[src/rtl/cpu_run_ctrl.sv]
// Run-control harness for the RISC-V core: reset sequencing, HALT gating by run mode,
// a memory-mapped LED bank and a core-active cycle counter.
module cpu_run_ctrl #(
  parameter int unsigned NUM_LEDS        = 4,
  parameter logic [31:0] LED_ADDR        = 32'h0000_0001,
  parameter bit          LED_ONEHOT      = 1'b1,
  parameter int unsigned TICK_DIV        = 50_000_000,
  parameter int unsigned DEBOUNCE_CYCLES = 1_000_000,
  parameter int unsigned RESET_HOLD      = 16
) (
  input  logic                CLK100MHZ,
  input  logic                sw0,
  input  logic [1:0]          mode,
  input  logic                step_btn,
  input  logic [31:0]         dmem_addr,
  input  logic [31:0]         dmem_wdata,
  input  logic                dmem_read_wrn,
  output logic                cpu_rst_n,
  output logic                cpu_halt,
  output logic [NUM_LEDS-1:0] leds,
  output logic [31:0]         active_cycles
);

  localparam int unsigned SEL_W = (NUM_LEDS > 1) ? $clog2(NUM_LEDS) : 1;
  localparam int unsigned TK_W  = (TICK_DIV > 1) ? $clog2(TICK_DIV) : 1;
  localparam int unsigned DB_W  = (DEBOUNCE_CYCLES > 1) ? $clog2(DEBOUNCE_CYCLES) : 1;
  localparam int unsigned HO_W  = (RESET_HOLD > 1) ? $clog2(RESET_HOLD) : 1;

  localparam logic [TK_W-1:0]     TK_LAST = TK_W'(TICK_DIV - 1);
  localparam logic [DB_W-1:0]     DB_LAST = DB_W'(DEBOUNCE_CYCLES - 1);
  localparam logic [HO_W-1:0]     HO_LAST = HO_W'(RESET_HOLD - 1);
  localparam logic [NUM_LEDS-1:0] LED_ONE = NUM_LEDS'(1);

  localparam logic [1:0] MODE_RUN   = 2'b00;
  localparam logic [1:0] MODE_TIMED = 2'b01;
  localparam logic [1:0] MODE_STEP  = 2'b10;

  typedef enum logic [1:0] {ST_RST, ST_HOLDOFF, ST_ACTIVE} state_t;

  state_t          state;
  logic [HO_W-1:0] holdoff_cnt;
  logic [TK_W-1:0] prescaler;
  logic [1:0]      mode_q;
  logic [1:0]      sync_q;
  logic            db_level;
  logic            db_level_d;
  logic [DB_W-1:0] db_cnt;

  logic active_next;
  logic tick;
  logic step_ok;
  logic led_wr;
  logic halt_mode;
  logic unused_wdata;

  // The RST exit edge counts as the first hold-off cycle so cpu_rst_n rises RESET_HOLD cycles after sw0 falls
  assign active_next = (state == ST_ACTIVE)
                    || (state == ST_HOLDOFF && holdoff_cnt == HO_LAST)
                    || (state == ST_RST && RESET_HOLD == 1);

  // Prescaler is held at zero outside TIMED, so a return to TIMED restarts a full period
  assign tick    = (state == ST_ACTIVE) && (prescaler == TK_LAST);
  assign step_ok = (state == ST_ACTIVE) && (mode == mode_q) && db_level && !db_level_d;
  assign led_wr  = (state == ST_ACTIVE) && !dmem_read_wrn && (dmem_addr == LED_ADDR);
  assign unused_wdata = ^dmem_wdata;

  always_comb begin
    halt_mode = 1'b1;
    case (mode)
      MODE_RUN:   halt_mode = 1'b0;
      MODE_TIMED: halt_mode = ~tick;
      MODE_STEP:  halt_mode = ~step_ok;
      default:    halt_mode = 1'b1;
    endcase
  end

  always_ff @(posedge CLK100MHZ) begin
    if (sw0) begin
      state         <= ST_RST;
      holdoff_cnt   <= '0;
      cpu_rst_n     <= 1'b0;
      cpu_halt      <= 1'b1;
      leds          <= '0;
      active_cycles <= '0;
      prescaler     <= '0;
      mode_q        <= mode;
      sync_q        <= '0;
      db_level      <= 1'b0;
      db_level_d    <= 1'b0;
      db_cnt        <= '0;
    end else begin
      mode_q     <= mode;
      sync_q     <= {sync_q[0], step_btn};
      db_level_d <= db_level;

      // Debouncer runs in every state and mode so stale presses never turn into steps
      if (sync_q[1] == db_level) begin
        db_cnt <= '0;
      end else if (db_cnt == DB_LAST) begin
        db_level <= sync_q[1];
        db_cnt   <= '0;
      end else begin
        db_cnt <= db_cnt + DB_W'(1);
      end

      case (state)
        ST_RST: begin
          if (RESET_HOLD == 1) begin
            state <= ST_ACTIVE;
          end else begin
            state       <= ST_HOLDOFF;
            holdoff_cnt <= HO_W'(1);
          end
        end
        ST_HOLDOFF: begin
          if (holdoff_cnt == HO_LAST) state <= ST_ACTIVE;
          else holdoff_cnt <= holdoff_cnt + HO_W'(1);
        end
        ST_ACTIVE: state <= ST_ACTIVE;
        default:   state <= ST_RST;
      endcase

      cpu_rst_n <= active_next;
      cpu_halt  <= !active_next || halt_mode;

      if (state == ST_ACTIVE && mode == MODE_TIMED)
        prescaler <= (prescaler == TK_LAST) ? '0 : prescaler + TK_W'(1);
      else
        prescaler <= '0;

      if (led_wr) begin
        if (LED_ONEHOT) leds <= LED_ONE << dmem_wdata[SEL_W-1:0];
        else            leds <= dmem_wdata[NUM_LEDS-1:0];
      end

      if (cpu_rst_n && !cpu_halt) active_cycles <= active_cycles + 32'd1;
    end
  end

endmodule

[config.mk]
export PLATFORM = sky130hd
export DESIGN_NAME = cpu_run_ctrl
export DESIGN_NICKNAME = d
export VERILOG_FILES = /design/src/rtl/cpu_run_ctrl.sv
export SDC_FILE = /design/constraint.sdc
export NUM_CORES = 1
export LEC_CHECK = 0
export CELL_PAD_IN_SITES_DETAIL_PLACEMENT = 1
export CELL_PAD_IN_SITES_GLOBAL_PLACEMENT = 2
export CORE_ASPECT_RATIO = 1.2
export CORE_MARGIN = 4
export CORE_UTILIZATION = 29
export CTS_CLUSTER_DIAMETER = 60
export DETAILED_ROUTE_END_ITERATION = 8
export MAX_ROUTING_LAYER = met4
export PLACE_DENSITY_LB_ADDON = 0.1
export SYNTH_ARGS = -nofsm -noshare
export SYNTH_HDL_FRONTEND = slang
export SYNTH_SLANG_ARGS = --single-unit
[constraint.sdc]
create_clock -name CLK100MHZ -period 2.75 [get_ports CLK100MHZ]
set_clock_uncertainty 0.1 [all_clocks]
set_input_delay 0.6875 -clock CLK100MHZ [delete_from_list [all_inputs] [get_ports CLK100MHZ]]
set_output_delay 0.6875 -clock CLK100MHZ [all_outputs]
set_load 0.005 [all_outputs]
* Yosys cells after proc, flatten, opt, wreduce, memory -nomap -nowiden
Index checks and enable logic that the tools add are counted.
Operators by class: bitwise gates (word level) 4, reduce and logical (&&, ||, !) cells 22, add/sub/neg operators 4, equality and inequality tests 12, shift operators 1, mux-type cells 5
Operators with widths (count):
- $add A32 B1 Y32 const B | 1
- $eq A32 B1 Y1 const B | 1
- $add A26 B1 Y26 const B | 1
- $eq A26 B26 Y1 const B | 1
- $add A20 B1 Y20 const B | 1
- $eq A20 B20 Y1 const B | 1
- $logic_and A1 B1 Y1 | 9
- $pmux W4 S2 | 1
- $pmux W2 S3 | 1
- $reduce_or A3 Y1 | 2
- $add A4 B1 Y4 const B | 1
- $eq A2 B1 Y1 const B | 2
- $eq A2 B2 Y1 const B | 2
- $eq A4 B4 Y1 const B | 1
- $logic_not A1 Y1 | 4
- $logic_not A2 Y1 | 2
- $mux W4 | 1
- $not A1 Y1 | 4
- $reduce_and A2 Y1 | 2
- $shl A1 B2 Y4 const A | 1
- $pmux W1 S3 | 1
- $eq A2 B2 Y1 | 1
- $logic_or A1 B1 Y1 | 2
- $mux W2 | 1
- other kinds (4) | 4
Word-level totals: flip-flop bits (word level) 96, output and inout port bits 38, input port bits 70

* Depth between registers and ports, before layout
Gate-level depths: netlist of run 1.
depth in word-level cells 7, gate-level depth with buffers 7

* Worst setup path before layout of run 1
OpenSTA, ideal clock, no wires.
kind input to register, start input port mode[1], end register prescaler[18], setup time 0.086 ns, path slack 0.649 ns, arrival 1.915 ns, stages 4, cell sequence or4b_2 -> clkbuf_1 -> clkbuf_1 -> a211oi_1
Between the ends: word-level cells in the longest chain between the ends 4
RTL lines:
- from (decl) | line 13 | input logic [1:0] mode,
- $eq A2 B1 Y1 | line 126 | if (state == ST_ACTIVE && mode == MODE_TIMED)
- $logic_and A1 B1 Y1 | line 126
- $not A1 Y1 (no source line)
- $reduce_or A3 Y1 (no source line)
- to (signal assigned) | line 127 | prescaler <= (prescaler == TK_LAST) ? '0 : prescaler + TK_W'(1);
- to (decl) | line 42 | logic [TK_W-1:0] prescaler;
Every way passes these cells. A chain may end at the register's enable or synchronous reset.

* Worst setup path in the final report of run 1
start input port mode[1], end register prescaler[20]
Same word-level chain as after synthesis.

==> results of run 1 <==
## power by group
part           leakage, nW  internal, W  switching (W)
Combinational        0.783     0.000126       0.000138
Clock                0.141     0.000651       0.000523
Sequential           0.775      0.00142      0.0000303
Total                 1.70      0.00220       0.000692
## state kept, by name, summed over array words and instances (netlist names)
| signal | count |
|---|---|
| active_cycles | 32 |
| cpu_halt | 1 |
| holdoff_cnt | 4 |
| cpu_rst_n | 1 |
| leds | 4 |
| state | 2 |
| mode_q | 2 |
| db_level | 1 |
| db_cnt | 20 |
| db_level_d | 1 |
| sync_q | 2 |
| prescaler | 26 |
## final timing paths
| check | start | to | slack [ps] |
|---|---|---|---|
| max | mode[1] | prescaler[20] | 590 |
| min | prescaler[0] | prescaler[0] | 360 |
| max reg2reg | active_cycles[0] | active_cycles[24] | 600 |
| min reg2reg | prescaler[0] | prescaler[0] | 360 |
## cells in the final DEF, fill, tap and decap left out, types with 13 or more instances in the layout
cell / instances
nand2_1: 30
or4_1: 27
xnor2_1: 19
or3_1: 19
dfxtp_1: 96
o21ai_0: 20
clkdlybuf4s50_1: 76
inv_1: 13
nor2_1: 33
nand4_1: 25
a211oi_1: 14
nand3_1: 33
nor3_1: 19
xor2_1: 14
o31ai_1: 24
a21oi_1: 35
buf_4: 13
## metrics by stage
| step | instance area (sq um) | power [W] | cells | hold WS [ps] | setup WS, ps |
|---|---|---|---|---|---|
| floorplan | 4479 | 0.001631 | 515 | 313.8 | 649.3 |
| global placement | 5510 | 0.001748 | 787 | 334.4 | 250.9 |
| detailed placement | 5510 | 0.001755 | 787 | 353.4 | 218.1 |
| CTS | 5783 | 0.002954 | 802 | 362.9 | 563.6 |
| global route | 5783 | 0.003053 | 802 | 386.4 | 411.3 |
| finish | 5783 | 0.002892 | 802 | 359.2 | 592.9 |
## layer usage
layer | part of all wire | up-vias
li1 | - | 2086
met1 | 0.46 | 2061
met2 | 0.50 | 48
met3 | 0.023 | 12
met4 | 0.015 | 0
met5 | 0 | -
## layout make-up
| cell class | instances | area, sq um | area share |
|---|---|---|---|
| Multi-Input combinational cell | 384 | 2421 | 0.4186 |
| Clock inverter | 4 | 20.02 | 0.003462 |
| Inverter | 13 | 48.80 | 0.008438 |
| Tap cell | 204 | 255.2 | 0.04414 |
| Sequential cell | 96 | 1922 | 0.3323 |
| Timing Repair Buffer | 90 | 863.3 | 0.1493 |
| Clock buffer | 11 | 252.7 | 0.04370 |
## critical path: cells and delay by family
| family | cells | cell delay (ps) |
|---|---|---|
| simple gates | 1 | 700 |
| buf+inv | 2 | 700 |
| compound gates | 1 | 230 |
## cell families (layout without fill, tap and decap cells)
group,count (synthesis),in the layout
AOI/OAI and AO/OA,97,97
xor gates and xnor gates,33,33
adders and majority gates,7,7
buffers and inverters,35,118
DFF,96,96
muxes,4,4
and+or+nand+nor,243,243
==> out/results.ini, run 1 <==
[run_status]
status=finished clean

[clock_tree]
root_buffer=clkbuf_16
ctsResizeCount=0
h-tree-depth=3
holdBufCountCts=0
post_cts_buffers=0
cts_buffers=9
cts_buffer_depth=2
path_clk_slew_ps=70
cts_tree=done
clkSinkCount=96
clock_latency_ps=340

[grt]
grt_max_degree=52
grtUsageMet1=0.1763
grt_use_total=0.1479
antenna_found_initial=0
use_met3=0.02191
grt_pass1_wl_mm=20.52
grt_overflow=0
grt_use_met2=0.2550
grt_pass1_vias=4233
top_usage_layer=met2

[synthesis]
ys_seq_area_frac=0.4291
synth.distinct_cells=45
syn-instance-count=515
synth_top_area_cell=dfxtp_1
synthDominantCellAreaShare=0.4291
ys_top_cells_by_count=dfxtp_1 (96), a21oi_1 (35), nand3_1 (33), nor2_1 (33), nand2_1 (30)
synth_most_common_cell=dfxtp_1
synthMuxAreaShare=0.009218
synth_compound_area_frac=0.1321
synthTopCellsByArea=dfxtp_1 (43%), or4_1 (4.5%), o31ai_1 (4.0%)
synth_top_family_by_area=simple AND/OR/NAND/NOR gates
syn_avg_cell_area_sq_um=8.698
ys_async_sr_fraction=0
synth_ff_type=dfxtp_1
synth_nets=592
synth_simple_gate_area_share=0.3151
yosys_warnings=0
synth_fa_ha_area_frac=0.01955
synth_area_sq_um=4479
synth-xor-area-share=0.06453
synth_edf_count=0
ys_ff_latch=96

[drt]
final_antenna_net_count=0
wl_per_cell_um=15.48
drc=0
routed_wl_mm=12.41
drt_iter0_drc=155
routed-via-count=4207
dr.pass1.iters=4
via_per_inst=5.246

[final_layout]
final_nets=671
diodes=0
syn_to_final_growth_pct=29.11
fin_util=0.3834
layout-drive-gt1-share=0.06522
nFillCells=1798

[die]
start_util=0.2970
core_sq_um=15080
die_h_um=144.1
dieWidth_um=121.5
die_area_sq_um=17510
ios=108
row_count=49

[setup_path]
criticalPathCategory=in -> reg
crit_fanout=16
worst_ep_arrival_time_ps=2310
required_ps=2910
setup.worst_path.start_class=input pin
slowest_delay_ps=700
r2r_cells=5
crit_chain=clkdlybuf4s50_1 -> or4b_2 -> buf_4 -> a211oi_1
worstSetupEndpointType=flip-flop
slowest_stage=or4b_2

[place]
dp_hpwl_mm=9.156
io_buffers=77
gp_congestion=0.7429

[flow_run]
drv_cap=0

[power]
power_density_nw_per_um2=500.2
leakage_nw=1.699
vdd_ir_drop_max_v=0.0002361

[sta]
setup_tns_ps=0
finalSetupViolations=0
fmax_mhz=463.6
timing.slew.headroom=0.6331
maxSlewViolCount=0
fin_crit_sh=0.7844
tightest_slew_ps=550.3
final.min_clock_period_ps=2157
finalHoldViolations=0
rsz0062_at_grt=false

[min_path]
whs_path_depth=1
hp-class=reg -> reg

Note: power is estimated with default switching activity, not from simulation.
==> inputs of run 2 (changes only) <==
- CORE_UTILIZATION: 29 -> 26
- clock period: 2.75 -> 1.85 ns (I/O delays scaled with it)
==> run 2 against run 1 <==
- clock-buffer cell count unchanged
- sequential share of layout area down 4.2 points
- via count up 8.2%
- final cell count up 12%
- setup slack worse by 680 ps
- core utilization up 1.9 points
- the run now ends with negative setup slack left
- flip-flop and latch count unchanged
- critical path type is now reg -> reg
- first-iteration DRC count down 29%
- routed wire length up 13%
==> out/results.ini, run 2 (same netlist as run 1, synthesis figures left out) <==
[run_status]
status=complete, but fails checks
violations=negative setup slack

[setup_path]
slowest_stage=or4_4
setup.worst_path.start_class=flip-flop
path_buf_inv=0  ; -2
path_delay_family=simple AND/OR/NAND/NOR gates
criticalPathCategory=reg -> reg
required_ps=2020  ; -890 ps
crit_chain=nand4_1 -> or4_4 -> or4_1 -> a21oi_1
worstSetupEndpointType=flip-flop
slowest_delay_ps=640  ; -60 ps
crit_fanout=7  ; -9
worst_ep_arrival_time_ps=2110  ; -200 ps

[final_layout]
diodes=0  ; unchanged
syn_to_final_growth_pct=51.87
largest_reg_flops=32  ; unchanged
largest-register=active_cycles
layout-drive-gt1-share=0.2937  ; +0.2285
final_area_sq_um=6803  ; +18%
layout_commonest_cell=buf_4
final_cell_mix=buf_4 (86), dfxtp_1 (61), clkdlybuf4s50_1 (53), a21oi_1 (34), nor2_1 (33)
reg_top3=active_cycles x32, prescaler x26, db_cnt x20
final_nets=755  ; +13%
fin_util=0.4021  ; +0.01870

[drt]
via_per_inst=5.075  ; -3.3%
wl_per_cell_um=15.59  ; +0.71%
routed_wl_mm=13.98  ; +13%
drc=0  ; unchanged
routed-via-count=4552  ; +8.2%
dr.pass1.iters=4  ; unchanged
drt_iter0_drc=110  ; -29%
final_antenna_net_count=0  ; unchanged

[grt]
grt_max_degree=52  ; unchanged
grt_overflow=0  ; unchanged
top_usage_layer=met2
grt_pass1_wl_mm=22.44  ; +9.3%
antenna_found_initial=0  ; unchanged
grt_pass1_vias=4699  ; +11%
use_met3=0.02069  ; -0.001222
grt_use_total=0.1449  ; -0.003010
grtUsageMet1=0.1633  ; -0.01300
grt_use_met2=0.2592  ; +0.004150

[die]
die_h_um=151.8  ; +5.3%
start_util=0.2648  ; -0.03220
ios=108  ; unchanged
core_sq_um=16920  ; +12%
die_area_sq_um=19400  ; +11%
row_count=52  ; +6.1%
dieWidth_um=127.8  ; +5.2%

[sta]
fmax_mhz=515.8
final.min_clock_period_ps=1939
setup_tns_ps=-404.1  ; -404.1 ps
finalHoldViolations=0  ; unchanged
finalSetupViolations=7  ; +7
tightest_slew_ps=458.9  ; -91.40 ps
setup_ws_ps=-88.87  ; -681.8 ps
maxSlewViolCount=0  ; unchanged
fin_crit_sh=1.048
timing.slew.headroom=0.6897  ; +0.05662
hold_slack_ps=343.9  ; -15.25 ps
rsz0062_at_grt=true

[clock_tree]
h-tree-depth=3  ; unchanged
root_buffer=clkbuf_16
clkSinkCount=96  ; unchanged
clock_latency_ps=350  ; about the same
path_clk_slew_ps=70  ; about the same
cts_tree=done
cts_buffer_depth=2  ; unchanged
cts_buffers=9  ; unchanged

[power]
vdd_ir_drop_max_v=0.0003898  ; +65%
power_density_nw_per_um2=678.9  ; +36%
leakage_nw=2.320  ; +37%

[place]
gp_congestion=0.7676  ; +3.3%
place_area_sq_um=6142  ; +11%
dp_slack_ps=-390.2  ; -608.2 ps
dp_hpwl_mm=10.25  ; +12%
io_buffers=77  ; unchanged

[flow_run]
drv_cap=0  ; unchanged

[min_path]
hp-class=reg -> reg

==> run 2: cell types whose count changed in the layout (fill, tap and decap cells not counted), moves of 8 or more <==
cell,before,now
dfxtp_1,96,61
or4_4,0,10
clkdlybuf4s50_1,76,53
dfxtp_2,0,31
a211oi_1,14,3
a211oi_2,0,11
or4_1,27,17
buf_6,0,8
buf_4,13,86
dlygate4sd2_1,0,22
==> run 2: final cells by class <==
| class | instances | area [sq um] |
|---|---|---|
| fill | 1953 | 10110 |
| multi-input combinational | 385 | 2711 |
| sequential | 96 | 1976 |
| timing repair buffer | 173 | 1501 |
| tap | 216 | 270.3 |
| clock buffer | 11 | 252.7 |
| inverter | 13 | 48.80 |
| clock inverter | 3 | 42.54 |
==> run 2: path summary, 6_finish.rpt <==
path / depth (start not counted) / slack [ps] / from / end
setup / recovery: 4 / -90 / active_cycles[22] / active_cycles[29]
hold / removal: 1 / 340 / sync_q[0] / sync_q[1]
setup reg to reg: 4 / -90 / active_cycles[22] / active_cycles[29]
hold reg to reg: 1 / 340 / sync_q[0] / sync_q[1]
==> run 2: what timing repair did <==
action,CTS,global route
buffers inserted,1,6
gates cloned,0,2
pin swaps,14,31
hold buffers,0,0
hold endpoints to repair,0,0
gates resized for setup,56,59
setup endpoints to repair,67,52
==> run 2: routing by layer <==
| layer | vias up | wire length, um |
|---|---|---|
| met5 | - | 0 |
| met4 | 0 | 244 |
| met1 | 2222 | 6103 |
| li1 | 2258 | - |
| met3 | 16 | 445 |
| met2 | 56 | 7187 |
==> run 2: power breakdown <==
group | leakage [nW] | switching, W | total (W) | internal [W]
Clock | 0.143 | 0.000807 | 0.00191 | 0.00111
Sequential | 0.793 | 0.0000479 | 0.00216 | 0.00212
Combinational | 1.38 | 0.000263 | 0.000542 | 0.000279
==> run 2: metrics by stage <==
| stage | instances | power (W) |
|---|---|---|
| after floorplan | 515 | 0.002434 |
| after global placement | 874 | 0.002672 |
| after detailed placement | 874 | 0.002690 |
| after CTS | 889 | 0.004633 |
| after global routing | 897 | 0.004844 |
| final | 897 | 0.004618 |
